===== config.mk =====
export PLATFORM = sky130hd
export DESIGN_NAME = eth_tx_mac
export DESIGN_NICKNAME = d
export VERILOG_FILES = /design/src/rtl/eth_tx_mac.sv
export SDC_FILE = /design/constraint.sdc
export NUM_CORES = 1
export LEC_CHECK = 0
export ABC_AREA = 1
export CORE_ASPECT_RATIO = 0.75
export CORE_MARGIN = 5
export CORE_UTILIZATION = 65
export DETAILED_ROUTE_END_ITERATION = 10
export PLACE_DENSITY_LB_ADDON = 0.1
export REMOVE_ABC_BUFFERS = 1
export SLEW_MARGIN = 20
export SYNTH_ARGS = -nofsm -noshare
export SYNTH_HDL_FRONTEND = slang
export SYNTH_SLANG_ARGS = --single-unit

===== constraint.sdc =====
create_clock -name clk -period 3.3 [get_ports clk]
set_clock_uncertainty 0.05 [all_clocks]
set_input_delay 0.495 -clock clk [delete_from_list [all_inputs] [get_ports clk]]
set_output_delay 0.495 -clock clk [all_outputs]
set_load 0.05 [all_outputs]

===== src/rtl/eth_tx_mac.sv =====
// eth_tx_mac -- GMII-side Ethernet transmit framer (MAC byte clock domain).
//
// Takes a payload byte stream on a valid/ready/last handshake and sends it
// as a GMII frame: 7x 0x55 preamble, 0xD5 SFD, payload, optional zero pad
// up to MIN_FRAME bytes, and a 4-byte CRC-32 FCS (LSB first). It then holds
// tx_en low for IFG_BYTES cycles before the next frame may start.
// If input starves mid-payload, one error byte (tx_en=1, tx_er=1) is sent,
// underflow pulses, and the rest of that frame is drained from the input.
//
// Build option: define ETH_TX_PAD_EN to zero-pad short frames to MIN_FRAME.
//
// Ports:
//   clk, rst        MAC byte clock, asynchronous active-high reset
//   s_data/s_valid/s_last/s_ready   payload stream (transfer = valid&&ready)
//   gmii_txd/gmii_tx_en/gmii_tx_er  registered GMII transmit outputs
//   busy            FSM not in IDLE
//   underflow       registered one-cycle pulse on starvation abort
module eth_tx_mac #(
    parameter int IFG_BYTES = 12,
    parameter int MIN_FRAME = 60
) (
    input  logic       clk,
    input  logic       rst,
    input  logic [7:0] s_data,
    input  logic       s_valid,
    input  logic       s_last,
    output logic       s_ready,
    output logic [7:0] gmii_txd,
    output logic       gmii_tx_en,
    output logic       gmii_tx_er,
    output logic       busy,
    output logic       underflow
);

    typedef enum logic [2:0] {
        S_IDLE, S_PRE, S_SFD, S_DATA, S_FCS, S_DRAIN, S_IFG
`ifdef ETH_TX_PAD_EN
        , S_PAD
`endif
    } state_t;

    state_t      state_q, state_d;
    logic [15:0] cnt_q, cnt_d;      // preamble / FCS / IFG cycle counter
    logic [15:0] len_q, len_d;      // payload+pad byte count, saturating
    logic [31:0] crc_q, crc_d;
    logic [7:0]  txd_q, txd_d;
    logic        en_q, en_d, er_q, er_d, uf_q, uf_d;
    logic [31:0] fcs;

    // Reflected CRC-32 (0xEDB88320), one byte per cycle, LSB first.
    function automatic logic [31:0] crc_next(input logic [31:0] c, input logic [7:0] d);
        logic [31:0] r;
        r = c;
        for (int i = 0; i < 8; i++)
            r = (r[0] ^ d[i]) ? ((r >> 1) ^ 32'hEDB88320) : (r >> 1);
        return r;
    endfunction

    assign s_ready    = (state_q == S_DATA) || (state_q == S_DRAIN);
    assign busy       = (state_q != S_IDLE);
    assign gmii_txd   = txd_q;
    assign gmii_tx_en = en_q;
    assign gmii_tx_er = er_q;
    assign underflow  = uf_q;
    assign fcs        = ~crc_q;

    always_comb begin
        state_d = state_q;
        cnt_d   = cnt_q;
        len_d   = len_q;
        crc_d   = crc_q;
        txd_d   = 8'h00;
        en_d    = 1'b0;
        er_d    = 1'b0;
        uf_d    = 1'b0;
        case (state_q)
            S_IDLE: begin
                if (s_valid) begin
                    state_d = S_PRE;
                    cnt_d   = 16'd0;
                end
            end
            S_PRE: begin
                en_d  = 1'b1;
                txd_d = 8'h55;
                crc_d = 32'hFFFF_FFFF;
                len_d = 16'd0;
                if (cnt_q == 16'd6) begin
                    state_d = S_SFD;
                    cnt_d   = 16'd0;
                end else begin
                    cnt_d = cnt_q + 16'd1;
                end
            end
            S_SFD: begin
                en_d    = 1'b1;
                txd_d   = 8'hD5;
                state_d = S_DATA;
            end
            S_DATA: begin
                en_d = 1'b1;
                if (s_valid) begin
                    txd_d = s_data;
                    crc_d = crc_next(crc_q, s_data);
                    len_d = (len_q == 16'hFFFF) ? len_q : len_q + 16'd1;
                    if (s_last) begin
                        cnt_d   = 16'd0;
                        state_d = S_FCS;
`ifdef ETH_TX_PAD_EN
                        if ((32'(len_q) + 32'd1) < 32'(MIN_FRAME))
                            state_d = S_PAD;
`endif
                    end
                end else begin
                    // Starved mid-frame: poison the frame and drop the rest.
                    er_d    = 1'b1;
                    uf_d    = 1'b1;
                    state_d = S_DRAIN;
                end
            end
`ifdef ETH_TX_PAD_EN
            S_PAD: begin
                en_d  = 1'b1;
                crc_d = crc_next(crc_q, 8'h00);
                len_d = len_q + 16'd1;
                if ((32'(len_q) + 32'd1) >= 32'(MIN_FRAME)) begin
                    state_d = S_FCS;
                    cnt_d   = 16'd0;
                end
            end
`endif
            S_FCS: begin
                en_d = 1'b1;
                case (cnt_q[1:0])
                    2'd0:    txd_d = fcs[7:0];
                    2'd1:    txd_d = fcs[15:8];
                    2'd2:    txd_d = fcs[23:16];
                    default: txd_d = fcs[31:24];
                endcase
                if (cnt_q[1:0] == 2'd3) begin
                    state_d = S_IFG;
                    cnt_d   = 16'd0;
                end else begin
                    cnt_d = cnt_q + 16'd1;
                end
            end
            S_DRAIN: begin
                if (s_valid && s_last) begin
                    state_d = S_IFG;
                    cnt_d   = 16'd0;
                end
            end
            S_IFG: begin
                // Leaving on the last gap cycle gives exactly IFG_BYTES idles.
                if (cnt_q == 16'(IFG_BYTES - 1)) begin
                    state_d = s_valid ? S_PRE : S_IDLE;
                    cnt_d   = 16'd0;
                end else begin
                    cnt_d = cnt_q + 16'd1;
                end
            end
            default: state_d = S_IDLE;
        endcase
    end

    always_ff @(posedge clk or posedge rst) begin
        if (rst) begin
            state_q <= S_IDLE;
            cnt_q   <= 16'd0;
            len_q   <= 16'd0;
            crc_q   <= 32'hFFFF_FFFF;
            txd_q   <= 8'h00;
            en_q    <= 1'b0;
            er_q    <= 1'b0;
            uf_q    <= 1'b0;
        end else begin
            state_q <= state_d;
            cnt_q   <= cnt_d;
            len_q   <= len_d;
            crc_q   <= crc_d;
            txd_q   <= txd_d;
            en_q    <= en_d;
            er_q    <= er_d;
            uf_q    <= uf_d;
        end
    end

endmodule


==> results.sh <==
export IMPL_setup_viol=0
export IMPL_syn_area_per_cell_sq_um=6.959
export IMPL_min_path_type="reg -> reg"
export IMPL_cts_resized=0
export IMPL_fin_setup_tns_ns=0
export IMPL_drt_iter0_markers=396
export IMPL_yosysSeqAreaShare_pct=35.84
export IMPL_overflow=0
export IMPL_ys_warn_count=0
export IMPL_diodes=0
export IMPL_track_usage_pct=30.18
export IMPL_clock_path_buffers=2
export IMPL_netlist_area_sq_mm=0.004370
export IMPL_ir_drop_mv=0.6505
export IMPL_holdPathStages=2
export IMPL_leakage_nw=2.420
export IMPL_drive_above_1_share_pct=14.70
export IMPL_clkSlewWorstSetupHoldPaths_ns=0.07
export IMPL_portBuffers=24
export IMPL_period_needed_ns=2.756
export IMPL_crit_path_end_kind="output port"
export IMPL_maxSlewHeadroom_pct=57.18
export IMPL_crit_path_start_kind="flip-flop"
export IMPL_fin_cells=741
export IMPL_r2r_start="cnt_q[0]$_DFFE_PP0P_"
export IMPL_wl_per_cell_microns=16.55
export IMPL_hpwl_mm=8.877
export IMPL_synth_edf_count=0
export IMPL_cts_root_buf="clkbuf_8"
export IMPL_die_x_microns=104.7
export IMPL_dieArea_sq_mm=0.008481
export IMPL_drt_wl_total_mm=12.26
export IMPL_clk_latency_ns=0.35
export IMPL_antenna_found_initial=0
export IMPL_holdCritStartpoint="crc_q[26]$_DFFE_PP1P_"
export IMPL_synth_flop_cell="dfstp_2"
export IMPL_synth_async_reset_ratio_pct=100.0
export IMPL_worst_slew_pin_slew_ns=0.6414
export IMPL_clock_fmax_ghz=0.3628
export IMPL_r2r_cells=9
export IMPL_postSynthCellCount=628
export IMPL_cts_tree="built"
export IMPL_vias=4395
export IMPL_hold_viol_final=0
export IMPL_drc=0
export IMPL_htreeDepth=3
export IMPL_arrival_ns=2.21
export IMPL_cellPowerDensity_mw_per_mm2=995.0
export IMPL_start_util_pct=68.16
export IMPL_place_inst=725
export IMPL_fin_nets=672
export IMPL_crit_required_ns=2.75
export IMPL_hold_buffers=0
export IMPL_critPathMaxFanout=9
export IMPL_slew_violations=0
export IMPL_die_y_microns=81.01
export IMPL_rsz0062_at_grt="no"
export IMPL_grt_pass1_vias=4145
export IMPL_crit_type="reg -> out"
export IMPL_drt_vias_per_instance=5.931
export IMPL_yosysUniqueCellTypes=39
export IMPL_first_pass_iters=7
export IMPL_startpoint="state_q[1]$_DFFE_PP0P_"
export IMPL_synthToLayoutAreaGrowth_pct=12.40
export IMPL_grt_start_max_net_pins=34
export IMPL_status="finished clean"
export IMPL_postRouteAntennaNets=0
export IMPL_cap_violations=0
export IMPL_ys_seq_elements=61
export IMPL_ioPinCount=25
export IMPL_core_area_sq_mm=0.006412
export IMPL_gp_congestion=0.9730
export IMPL_numCtsBuffers=9
export IMPL_min_period_over_period_pct=83.53
export IMPL_grt_pass1_wl_mm=20.33
export IMPL_cts_sinks=61
export IMPL_post_cts_buffers=0
export IMPL_rows=25
==> Yosys cell counts, types with 7 or more instances <==
library cell	n	area share, %
nand2_1	185	16
inv_1	96	8.2
nand3_1	47	5.4
nor2_1	45	3.9
dfstp_2	32	19
dfrtp_1	29	17
o21ai_0	29	3.3
xor2_1	27	5.4
o22ai_1	26	3.7
nand2_2	17	2.4
a21oi_1	10	1.1
nand4_1	10	1.4
nor2_2	9	1.3
inv_2	7	0.60
==> worst max-delay path: stages, from the launching register on <==
cell             delay, ns
dfrtp_1               0.55
inv_2                 0.10
nor2_2                0.19
inv_1                 0.13
nand2_1               0.09
clkdlybuf4s50_1       0.80
==> logic make-up (layout without fill, tap and decap cells) <==
logic type	after synthesis	count (layout)	synth area share [%]
xor+xnor	32	32	6.928
compound gates	86	86	11.82
buf+inv	117	149	11.05
simple gates	327	327	32.92
flops	61	61	35.84
fa+ha+maj	5	5	1.431
==> sequential cells by signal, indices dropped and copies added, names as in the netlist <==
| signal | count |
|---|---|
| state_q | 3 |
| cnt_q | 16 |
| gmii_txd | 8 |
| gmii_tx_en | 1 |
| underflow | 1 |
| crc_q | 32 |
==> worst paths after layout <==
check                                        end  slack, ns
setup / recovery                         s_ready       0.54
hold / removal             crc_q[26]$_DFFE_PP1P_       0.45
setup reg to reg            cnt_q[8]$_DFFE_PP0P_       1.14
hold reg to reg            crc_q[26]$_DFFE_PP1P_       0.45
max in group asynchronous  crc_q[23]$_DFFE_PP1P_       2.02
min in group asynchronous  cnt_q[14]$_DFFE_PP0P_       0.50
==> final cells by class <==
class / instances / area, sq um
fill: 489 / 1500
sequential: 61 / 1567
inverter: 104 / 392.9
multi-input combinational: 450 / 2321
tap: 81 / 101.3
clock buffer: 12 / 145.1
clock inverter: 4 / 95.09
timing repair buffer: 29 / 290.3
==> metal layers <==
metal	share of wire, %	global-route usage (%)	routed length, microns	vias to the layer above
li1	-	-	-	2065
met1	43	42.93	5287	2025
met2	42	45.58	5152	274
met3	12	6.354	1531	31
met4	2.4	11.49	289	0
met5	0	0	0	-
==> stage by stage <==
stage	setup slack, ns	area [sq um]	util [%]	power (mW)	hold WS, ns
global placement	0.8752	4672	72.86	3.885	0.4251
CTS	0.5527	4912	76.60	4.811	0.4467
finish	0.5437	4912	76.60	4.887	0.4469
floorplan	1.295	4280	-	3.223	0.4054
global route	0.4107	4912	76.60	5.208	0.4641
detailed placement	0.7229	4672	72.86	3.970	0.4274
==> power by group <==
part	switching, mW	leakage, nW	internal [mW]
registers	0.242	0.725	1.12
clock network	0.312	0.121	0.522
logic	1.86	1.57	0.834
==> layout by cell type (no fill, tap or decap), types with 2 or more instances in the layout <==
master	count
a21oi_1	10
a31oi_1	2
buf_4	4
bufinv_16	3
clkbuf_1	2
clkbuf_8	10
clkdlybuf4s50_1	24
dfrtp_1	29
dfstp_2	32
ha_1	5
inv_1	95
inv_2	8
nand2_1	185
nand2_2	17
nand2_4	2
nand3_1	47
nand4_1	10
nor2_1	45
nor2_2	9
nor3_1	5
o211ai_1	6
o21ai_0	29
o21ai_1	4
o221ai_1	6
o22ai_1	26
xnor2_1	2
xnor2_2	2
xor2_1	27
(Power assumes the default switching activity.)
